===== config.mk =====
export PLATFORM = sky130hd
export DESIGN_NAME = seq_mult_flat
export DESIGN_NICKNAME = d
export VERILOG_FILES = /design/src/rtl/seq_mult_pkg.sv /design/src/rtl/seq_mult_if.sv /design/src/rtl/seq_mult.sv /design/src/flat_wrapper.sv
export SDC_FILE = /design/constraint.sdc
export NUM_CORES = 1
export LEC_CHECK = 0
export CORE_AREA = 5 5 129 131
export CTS_CLUSTER_SIZE = 24
export DETAILED_ROUTE_END_ITERATION = 6
export DIE_AREA = 0 0 134 136
export PLACE_DENSITY = 0.75
export SLEW_MARGIN = 15
export SYNTH_ARGS = -nofsm -noshare
export SYNTH_HDL_FRONTEND = slang
export SYNTH_SLANG_ARGS = --single-unit

===== constraint.sdc =====
create_clock -name clk -period 5.6 [get_ports clk]
set_input_delay 1.12 -clock clk [delete_from_list [all_inputs] [get_ports clk]]
set_output_delay 1.12 -clock clk [all_outputs]
set_load 0.01 [all_outputs]

===== src/rtl/seq_mult_pkg.sv =====
// Shared definitions for the iterative shift-add multiplier: FSM state encoding
// and the sign rule for the final product.
package seq_mult_pkg;

   typedef enum logic [1:0] {
      ST_IDLE = 2'd0,
      ST_RUN  = 2'd1,
      ST_DONE = 2'd2
   } state_e;

   // The magnitudes are multiplied unsigned; the product is negated only when
   // signed operation is active and exactly one operand is negative.
   function automatic logic product_negative(input logic sgn,
                                             input logic a_msb,
                                             input logic b_msb);
      return sgn && (a_msb ^ b_msb);
   endfunction

endpackage


===== src/rtl/seq_mult_if.sv =====
// Operand/result handshake bundle for seq_mult.
interface seq_mult_if #(
   parameter int WIDTH = 16
) ();

   logic                 in_valid;
   logic                 in_ready;
   logic                 signed_mode;
   logic [WIDTH-1:0]     a;
   logic [WIDTH-1:0]     b;
   logic                 out_valid;
   logic                 out_ready;
   logic [2*WIDTH-1:0]   result;
   logic                 busy;

   modport master (
      output in_valid, signed_mode, a, b, out_ready,
      input  in_ready, out_valid, result, busy
   );

   modport slave (
      input  in_valid, signed_mode, a, b, out_ready,
      output in_ready, out_valid, result, busy
   );

endinterface


===== src/rtl/seq_mult.sv =====
// Iterative shift-add multiplier with optional two's-complement mode; one
// multiplier bit per cycle, finishing as soon as the remaining bits are zero.
import seq_mult_pkg::*;

module seq_mult #(
   parameter int WIDTH     = 16,
   parameter int SIGNED_EN = 1
) (
   input logic       clk,
   input logic       rst_n,
   seq_mult_if.slave bus
);

   localparam int               RW    = 2 * WIDTH;
   localparam logic [WIDTH-1:0] ONE_W = WIDTH'(1);

   // Two's-complement magnitude; -2^(WIDTH-1) maps to 2^(WIDTH-1) as unsigned.
   function automatic logic [WIDTH-1:0] magnitude(input logic [WIDTH-1:0] v,
                                                  input logic sgn);
      return (sgn && v[WIDTH-1]) ? (~v + ONE_W) : v;
   endfunction

   state_e           state_q, state_d;
   logic [RW-1:0]    acc_q, acc_d;
   logic [RW-1:0]    mcand_q, mcand_d;
   logic [WIDTH-1:0] mplier_q, mplier_d;
   logic             neg_q, neg_d;
   logic [RW-1:0]    result_q, result_d;
   logic [RW-1:0]    acc_sum;
   logic             sgn;

   always_ff @(posedge clk or negedge rst_n) begin
      if (!rst_n) begin
         state_q  <= ST_IDLE;
         acc_q    <= '0;
         mcand_q  <= '0;
         mplier_q <= '0;
         neg_q    <= 1'b0;
         result_q <= '0;
      end else begin
         state_q  <= state_d;
         acc_q    <= acc_d;
         mcand_q  <= mcand_d;
         mplier_q <= mplier_d;
         neg_q    <= neg_d;
         result_q <= result_d;
      end
   end

   always_comb begin
      state_d  = state_q;
      acc_d    = acc_q;
      mcand_d  = mcand_q;
      mplier_d = mplier_q;
      neg_d    = neg_q;
      result_d = result_q;
      sgn      = (SIGNED_EN != 0) && bus.signed_mode;
      acc_sum  = mplier_q[0] ? (acc_q + mcand_q) : acc_q;

      unique case (state_q)
         ST_IDLE: begin
            if (bus.in_valid) begin
               mcand_d  = {{WIDTH{1'b0}}, magnitude(bus.a, sgn)};
               mplier_d = magnitude(bus.b, sgn);
               neg_d    = product_negative(sgn, bus.a[WIDTH-1], bus.b[WIDTH-1]);
               acc_d    = '0;
               state_d  = ST_RUN;
            end
         end
         ST_RUN: begin
            acc_d    = acc_sum;
            mcand_d  = mcand_q << 1;
            mplier_d = mplier_q >> 1;
            // Last iteration when nothing is left above the bit consumed now.
            if ((mplier_q >> 1) == '0) begin
               state_d  = ST_DONE;
               result_d = neg_q ? -acc_sum : acc_sum;
            end
         end
         ST_DONE: begin
            if (bus.out_ready) state_d = ST_IDLE;
         end
         default: state_d = ST_IDLE;
      endcase
   end

   assign bus.in_ready  = (state_q == ST_IDLE);
   assign bus.out_valid = (state_q == ST_DONE);
   assign bus.busy      = (state_q != ST_IDLE);
   assign bus.result    = result_q;

endmodule


===== src/flat_wrapper.sv =====
// flat-port wrapper written by rule: the top's interface ports become plain ports
module seq_mult_flat 
#(
   parameter int WIDTH     = 16,
   parameter int SIGNED_EN = 1
)
  (clk, rst_n, bus_in_valid, bus_signed_mode, bus_a, bus_b, bus_out_ready, bus_in_ready, bus_out_valid, bus_result, bus_busy);
  seq_mult_if #(.WIDTH(WIDTH)) bus_i ();
  input logic clk;
  input logic rst_n;
  input wire logic [$bits(bus_i.in_valid)-1:0] bus_in_valid;
  input wire logic [$bits(bus_i.signed_mode)-1:0] bus_signed_mode;
  input wire logic [$bits(bus_i.a)-1:0] bus_a;
  input wire logic [$bits(bus_i.b)-1:0] bus_b;
  input wire logic [$bits(bus_i.out_ready)-1:0] bus_out_ready;
  output wire logic [$bits(bus_i.in_ready)-1:0] bus_in_ready;
  output wire logic [$bits(bus_i.out_valid)-1:0] bus_out_valid;
  output wire logic [$bits(bus_i.result)-1:0] bus_result;
  output wire logic [$bits(bus_i.busy)-1:0] bus_busy;
  assign bus_i.in_valid = bus_in_valid;
  assign bus_i.signed_mode = bus_signed_mode;
  assign bus_i.a = bus_a;
  assign bus_i.b = bus_b;
  assign bus_i.out_ready = bus_out_ready;
  assign bus_in_ready = bus_i.in_ready;
  assign bus_out_valid = bus_i.out_valid;
  assign bus_result = bus_i.result;
  assign bus_busy = bus_i.busy;
  seq_mult #(.WIDTH(WIDTH), .SIGNED_EN(SIGNED_EN)) u_core (.clk(clk), .rst_n(rst_n), .bus(bus_i));
endmodule

**Yosys cells after proc, flatten, opt, wreduce, memory -nomap -nowiden**

Index checks and enable logic that the tools add are counted.

- Mux-type cells: 14
- Bitwise logic cells: 3
- Equality and inequality tests: 5
- Add/sub/neg operators: 4
- Reductions and logical operators: 11

Operators with widths:

| operator | number |
|---|---|
| 32-bit 2-to-1 mux | 4 |
| 32-bit case mux with 2 select lines | 2 |
| 16-bit 2-to-1 mux | 3 |
| 16-bit by 1-bit adder with 16-bit output, second input constant | 2 |
| 32-bit adder | 1 |
| 32-bit negator | 1 |
| 16-bit inverter | 2 |
| 16-bit case mux with 2 select lines | 1 |
| 16-bit logical NOT | 1 |
| 2-bit 2-to-1 mux | 3 |
| 2-bit case mux with 3 select lines | 1 |
| 2-bit AND reduction | 3 |
| 2-bit inequality test, second input constant | 2 |
| 2-bit nonzero test | 2 |
| 1-bit logical AND | 3 |
| 3-bit AND reduction | 1 |
| 2-bit by 1-bit == test with 1-bit output, second input constant | 1 |
| 2-bit == test, second input constant | 1 |
| 2-bit logical NOT | 1 |
| 2-bit by 1-bit inequality test with 1-bit output, second input constant | 1 |
| 1-bit bitwise XOR | 1 |

- Bits in registers: 115
- Word-level logic and storage cells: 43
- Bits of input ports: 37

**Logic depth before layout (Yosys ltp)**

Gate-level depths: netlist of run 1.

- Word-level depth: 5
- Mapped depth: 14

**Worst setup path after synthesis of run 1**

OpenSTA, ideal clock, no wires.

- Path kind: flip-flop to flip-flop
- From: reg u_core.mplier_q[0]
- To: reg u_core.result_q[26] (netlist: u_core.bus.result[26])
- Buffers on the path: 5
- Path slack: 1.388 ns
- Clock period less this slack: 4.212 ns
- Stages on the path, launching flop included: 15
- Required time: 5.530 ns
- Data arrival time: 4.141 ns
- Cells stage by stage: dfrtp_1 > clkbuf_1 > clkbuf_1 > buf_1 > clkbuf_1 > mux2i_1 > ha_1 > nand2_1 > or3b_1 > or2_1 > or4b_1 > buf_2 > nor4_2 > or4b_1 > nand3_1

- Word-level cells in the longest chain between the ends: 3

RTL lines:

| item | RTL line | text |
|---|---|---|
| from (decl) | seq_mult.sv:26 | `logic [WIDTH-1:0] mplier_q, mplier_d;` |
| from (signal assigned) | seq_mult.sv:44 | `mplier_q <= mplier_d;` |
| 32-bit 2-to-1 mux (*) | seq_mult.sv:58 | `acc_sum = mplier_q[0] ? (acc_q + mcand_q) : acc_q;` |
| 32-bit negator | seq_mult.sv:77 | `result_d = neg_q ? -acc_sum : acc_sum;` |
| 32-bit 2-to-1 mux (*) | seq_mult.sv:77 |  |
| to (signal assigned) | seq_mult.sv:46 | `result_q <= result_d;` |
| to (decl) | seq_mult.sv:28 | `logic [RW-1:0] result_q, result_d;` |

Mark *: on every way between the ends. The rest lies on a longest branch, timed or not.
A chain may end at the register's enable or synchronous reset.

**Final worst setup path of run 1**

- From: reg u_core.acc_q[0]
- To: reg u_core.result_q[26] (netlist: u_core.bus.result[26])

- Word-level cells in the longest chain between the ends: 4

RTL lines:

| item | RTL line | text |
|---|---|---|
| from (decl) | seq_mult.sv:24 | `logic [RW-1:0] acc_q, acc_d;` |
| from (signal assigned) | seq_mult.sv:35 | `acc_q <= '0;` |
| from (signal assigned) | seq_mult.sv:42 | `acc_q <= acc_d;` |
| 32-bit adder | seq_mult.sv:58 |  |
| 32-bit 2-to-1 mux (*) | seq_mult.sv:58 |  |
| 32-bit negator | seq_mult.sv:77 |  |
| 32-bit 2-to-1 mux (*) | seq_mult.sv:77 |  |

Marks and branches as above.

==> metrics.txt, run 1 <==
outcome complete, no violations; Core Region 15500 µm²; htree depth 4; wirelength, routed 22300 µm; Post-synth top cells nand2_1 (155), o21ai_0 (132), dfrtp_1 (115), clkbuf_1 (56), nand3_1 (51); Num CTS Buffers 17; RSZ-0062 raised after global routing no; Rel. slew slack about a quarter; CTS tree built; crit-path most repeated cell or4b_1; Area growth, synth to finish 16.5%; RD Place Congestion 0.926; clk_skew about 0.011 ns; largest net degree at the start of global routing 75; Avg Inst Size Synth 8.15 µm²; CP Cell Sequence ha_1 -> fa_1 -> a21o_1 -> a221oi_4 -> o21a_4 -> xnor2_1 -> mux2_4 -> or4b_4 -> or4b_1 -> nor4_2 -> or4b_1 -> nand3_1; Post-Syn Nets 1084; Row Count 46; Gate Count Post-Synth 1012; WHS roughly 0.48 ns; first-pass GRT wire length 36200 µm; DRT Pass-1 Iters 5; synth warn 0; clock latency on the worst-skew pair around 0.43 ns; layout cell share with drive strength beyond 1 under 10%; initial antenna violation count 0; Yosys top cell area share 34.9%; final worst path period need ~4.4 ns; Seq/Total Area, Yosys 34.9%; WP data arrival 4.74 ns; routed vias a little under 8k; post-synthesis cell area 8250 µm²; Crit. End Element register; Setup crit start kind register; ys async rst share between 90% and 100%; ant diodes 0; Starting Density around 53%; Slowest-stage cell, CP or4b_1; post-synth top area cell dfrtp_1; drt via density 6.22; Die Area approximately 18000 µm²; CTS max path bufs 2; design area about 9600 µm²; die width 134 µm; reg-to-reg startpoint u_core.acc_q[0]; final-layout fill cell count 1383; Critical Setup Path Class reg2reg; Initial DRC Count between 500 and 600; drc violations 0; pwr/cell area around 680 nW/µm²; setup slack after placement 1.29 ns; vias in the first global route about 7.3k; hold bufs inserted after CTS 0; WP buf/inv 0; hpwl dp approximately 16000 µm; Sinks on Clock Net 115; maximum fanout along the worst path 7; final setup violation count 0; Post-synth EDFFs 0; P_leak 4.04 nW; Routed wire per std cell between 15 and 20 µm; clk root buf clkbuf_16; MaxCap Viol Count 0; synth top area cells dfrtp_1 (35%), o21ai_0 (8.0%), nand2_1 (7.1%); Post-Route Setup TNS 0 ns; DRT antenna net count 0; worst slew pin tran roughly 1.1 ns; Critical Path RT a little under 6 ns; Die Y 136 µm; Peak Freq between 200 and 250 MHz; grt ovf 0; top-count cell post-synth nand2_1; hold crit path type reg2reg; Clk pin slew, worst setup/hold paths roughly 0.060 ns; Layout Nets between 1k and 1.5k; Fin. Hold Viols 0; CP max stage delay 0.72 ns; crit path launch u_core.acc_q[0]; final worst-path setup slack between 1 and 1.5 ns; Crit path max-delay family simple AND/OR/NAND/NOR gates; Most used DFF post-synth dfrtp_1; CTS resizes 0; post-synthesis cell type count 74; Total GRT Usage 24.7%; IO Pins around 70; synthesized flop and latch total approximately 120; peak supply drop about 0.28 mV; crit share post-route between 70 and 80%; Max Slew Vio Count 0; hold_sp u_core.bus.result[21]; Post-CTS Setup Repair Bufs 0; PortBufs 71; placed instance area 9070 µm²
[logic make-up after synthesis]
logic type               after synthesis  synth area share [%]
AO/OA/AOI/OAI                        325                  24.9
XOR/XNOR                              66                  7.01
adder cells (fa/ha/maj)               35                  5.40
buffers and inverters                 78                  3.58
flip-flops                           115                  34.9
multiplexers                          17                  2.14
AND/OR/NAND/NOR                      376                  22.2
[worst register-to-register path, stage by stage, from the launching register on]
cell	delay (ns)
dfrtp_1	0.41
ha_1	0.22
fa_1	0.40
a21o_1	0.22
a221oi_4	0.46
o21a_4	0.19
xnor2_1	0.06
mux2_4	0.30
or4b_4	0.55
or4b_1	0.72
nor4_2	0.24
or4b_1	0.46
nand3_1	0.09
[where the power goes]
| group | internal (mW) | leakage [nW] | total (mW) | switching (mW) |
|---|---|---|---|---|
| combinational | 1.57 | 2.29 | 3.96 | 2.39 |
| clock | 0.565 | 0.260 | 0.993 | 0.427 |
| sequential | 1.19 | 1.49 | 1.56 | 0.368 |
| total | 3.33 | 4.04 | 6.52 | 3.19 |
[metrics by stage]
stage                     util (%)  instances  total power, mW
after floorplan                  -       1012             4.28
after global routing          62.1       1258             7.04
after detailed placement      58.6       1226             5.47
after global placement        58.6       1226             5.40
final                         62.1       1258             6.52
after CTS                     62.1       1258             6.49
[area by class of cell]
| cell class | instances | area, µm² | share of cell area (%) |
|---|---|---|---|
| clock buffers | 17 | 425 | 4.43 |
| clock inverters | 15 | 109 | 1.13 |
| inverters | 16 | 60.1 | 0.625 |
| multi-input cells | 819 | 5090 | 53.0 |
| flip-flops and latches | 115 | 2880 | 29.9 |
| well taps | 192 | 240 | 2.50 |
| repair buffers | 84 | 806 | 8.39 |
[cell usage in the layout (no fill, tap or decap), types with 10 or more instances in the layout]
master           synthesis  final
clkdlybuf4s50_1          0     70
or3_1                   12     12
inv_1                   16     16
o21ai_0                132    132
nand3_1                 51     51
a31oi_1                 10     10
nand4_1                 15     15
o31ai_1                 14     14
mux2i_1                 15     15
a21o_1                  17     17
dfrtp_1                115    115
nand2b_1                13     12
buf_4                    0     14
xnor2_1                 45     45
ha_1                    34     34
nor3_1                  20     20
nand2_1                155    155
clkbuf_16                0     17
nor2_1                  48     47
a22oi_1                 31     31
and3_1                  11     11
a21oi_1                 50     50
xor2_1                  21     21
[per-layer routing]
layer  wire length [µm]  vias up  share of wire [%]  global-route usage [%]
li1                   -     3797                  -                       -
met1               9240     3699                 41                    30.3
met2              11000      264                 49                    42.4
met3               1060       65                4.8                    3.96
met4               1010        0                4.5                    12.3
met5                  0        -                  0                       0
[path summary, 6_finish.rpt]
kind,end,slack (ns),cells past startpoint
hold / removal,u_core.bus.result[21],0.48,2
max in group asynchronous,u_core.bus.result[30],3.66,2
setup reg to reg,u_core.bus.result[26],1.22,12
hold reg to reg,u_core.bus.result[21],0.48,2
min in group asynchronous,u_core.acc_q[28],0.84,1
setup / recovery,u_core.bus.result[26],1.22,12
[sequential cells by signal (all words and copies together) (netlist names)]
register and cells:
u_core.acc_q 32, u_core.bus.result 32, u_core.mcand_q 32, u_core.mplier_q 16, u_core.neg_q 1, u_core.state_q 2
Power figures use the tool's default switching activity.
==> run 2, diff against run 1 <==
--- a/config.mk
+++ b/config.mk
@@ -5,11 +5,11 @@
 export SDC_FILE = /design/constraint.sdc
 export NUM_CORES = 1
 export LEC_CHECK = 0
-export CORE_AREA = 5 5 129 131
+export CORE_AREA = 5 5 131 133
 export CTS_CLUSTER_SIZE = 24
 export DETAILED_ROUTE_END_ITERATION = 6
-export DIE_AREA = 0 0 134 136
-export PLACE_DENSITY = 0.75
+export DIE_AREA = 0 0 136 138
+export PLACE_DENSITY = 0.76
 export SLEW_MARGIN = 15
 export SYNTH_ARGS = -nofsm -noshare
 export SYNTH_HDL_FRONTEND = slang
==> constraint.sdc (replaced) <==
create_clock -name clk -period 3.9 [get_ports clk]
set_input_delay 0.78 -clock clk [delete_from_list [all_inputs] [get_ports clk]]
set_output_delay 0.78 -clock clk [all_outputs]
set_load 0.01 [all_outputs]
==> run 2 against run 1 <==
Effect of this change:
- the run now ends with negative setup slack left
- non-clock buffer count up 66
- wire length grew 5.4%
- flip-flop and latch count unchanged
- global-route usage increased by 0.19 points
- sequential power grew 44%
- worst hold slack got worse by 0.098 ns
- first-iteration DRC count decreased by 2.8%
- critical path type unchanged
- count of clock-buffer cells in the layout increased by 2
- die area grew 3.0%
- sequential share of layout area is 2.2 points lower
- largest power group unchanged
- clock power up 64%
- power increased by 61%
==> metrics.txt, run 2 (same netlist as run 1, synthesis figures left out) <==
Critical Setup Path Class reg2reg; Row Count between 40 and 50; wirelength, routed roughly 24000 µm; hpwl dp between 15000 and 20000 µm; r2r worst-path depth 13; htree depth 4; CTS max path bufs 2; clock latency on the worst-skew pair about 0.43 ns; clk_skew 0.00896 ns; ant diodes 0; RSZ-0062 raised after global routing yes; PortBufs 71; reg-to-reg endpoint u_core.bus.result[26]; failing checks negative setup slack; Num CTS Buffers 17; Clk pin slew, worst setup/hold paths roughly 0.06 ns; initial antenna violation count 0; RD Place Congestion about 0.94; Peak Freq about 250 MHz; Routed wire per std cell between 15 and 20 µm; WP data arrival around 4.4 ns; FF-to-FF setup slack -0.16 ns; Die Area 18800 µm²; drc violations 0; crit share post-route 104%; reg-to-reg startpoint u_core.mcand_q[0]; Layout Nets ~1.2k; hold crit path type in2async; MaxCap Viol Count 0; pwr/cell area approximately 1000 nW/µm²; Max Slew Vio Count 0; Fin. Hold Viols 0; final worst-path setup slack -0.163 ns; first-pass GRT wire length roughly 38000 µm; Area growth, synth to finish 25.8%; DRT antenna net count 0; Crit. End Element register; Die Y between 100 and 150 µm; Total GRT Usage between 20 and 25%; Setup crit start kind register; commonest cells after routing, fill and taps aside nand2_1 (155), o21ai_0 (131), dfrtp_1 (114); CTS tree built; setup slack after placement -0.247 ns; Starting Density 52.5%; Rel. slew slack between 40 and 50%; maximum fanout along the worst path 5; outcome complete, but fails checks; routed vias 8088; final setup violation count 5; grt ovf 0; peak supply drop 0.517 mV; Sinks on Clock Net between 100 and 150; largest net degree at the start of global routing roughly 120; Core Region 15700 µm²; post-layout utilization of the core 66.1%; drt via density about 6; layout cell share with drive strength beyond 1 13.4%; Critical Path RT 4.26 ns; clk root buf clkbuf_16; Initial DRC Count ~490; P_leak roughly 4.4 nW; vias in the first global route 7848; die width between 100 and 150 µm; commonest non-fill, non-tap cell in the layout nand2_1; final-layout fill cell count 1291; DRT Pass-1 Iters 5; worst slew pin tran a little over 0.8 ns; IO Pins between 70 and 80; final worst path period need slightly above 4 ns; overall power 10.5 mW
## run 2: what timing repair did
item / in CTS / in global routing
setup endpoints to repair: 8 / 14
gates resized for setup: 7 / 20
pin swaps: 3 / 8
buffers inserted: 4 / 6
hold buffers: 0 / 0
## run 2: where the power goes
group          leakage, nW  internal, mW  switching (mW)
Sequential            1.48          1.72           0.521
Combinational         2.66          2.85            3.76
Clock                0.299          1.03           0.600
Total                 4.45          5.60            4.88
## run 2: metrics by stage
step / setup TNS (ns) / hold WS [ns] / area [µm²] / std cells
after floorplan: -0.0907 / 0.468 / 8280 / 1012
after global placement: -0.477 / 0.466 / 9560 / 1306
after detailed placement: -0.889 / 0.468 / 9560 / 1306
after CTS: -0.126 / 0.464 / 10200 / 1342
after global routing: -0.936 / 0.491 / 10400 / 1348
final: -0.319 / 0.379 / 10400 / 1348
## run 2: layout make-up
| cell class | instances | area, µm² | area share [%] |
|---|---|---|---|
| Sequential cell | 115 | 2880 | 27.7 |
| Multi-Input combinational cell | 819 | 5240 | 50.5 |
| Tap cell | 216 | 270 | 2.60 |
| Inverter | 16 | 60.1 | 0.578 |
| Timing Repair Buffer | 150 | 1320 | 12.7 |
| Clock buffer | 19 | 443 | 4.27 |
| Clock inverter | 13 | 173 | 1.66 |
## run 2: critical path: stages, from the launching register on
cell	delay [ns]
dfrtp_1	0.38
ha_2	0.20
fa_2	0.34
a21o_1	0.23
a221oi_4	0.34
buf_4	0.18
o21a_4	0.14
xnor2_2	0.05
mux2_4	0.26
or4b_4	0.49
or4b_4	0.57
nor4_4	0.25
or4b_1	0.47
nand3_1	0.10
## run 2: how the worst max path moves through the flow
stage / start / to / slack (ns)
final: u_core.mcand_q[0] / u_core.bus.result[26] / -0.16
after global routing: u_core.mcand_q[0] / u_core.bus.result[26] / -0.26
after CTS: u_core.mcand_q[0] / u_core.bus.result[26] / -0.13
after detailed placement: u_core.mcand_q[0] / u_core.bus.result[26] / -0.25
after global placement: u_core.mcand_q[0] / u_core.bus.result[26] / -0.17
after floorplan: u_core.acc_q[0] / u_core.bus.result[26] / -0.09
## run 2: per-layer routing
| layer | vias to the layer above | GRT usage, % | routed length, µm |
|---|---|---|---|
| li1 | 3923 | - | - |
| met1 | 3839 | 29.3 | 9650 |
| met2 | 256 | 43.6 | 11800 |
| met3 | 70 | 4.54 | 1080 |
| met4 | 0 | 11.4 | 989 |
| met5 | - | 0 | 0 |
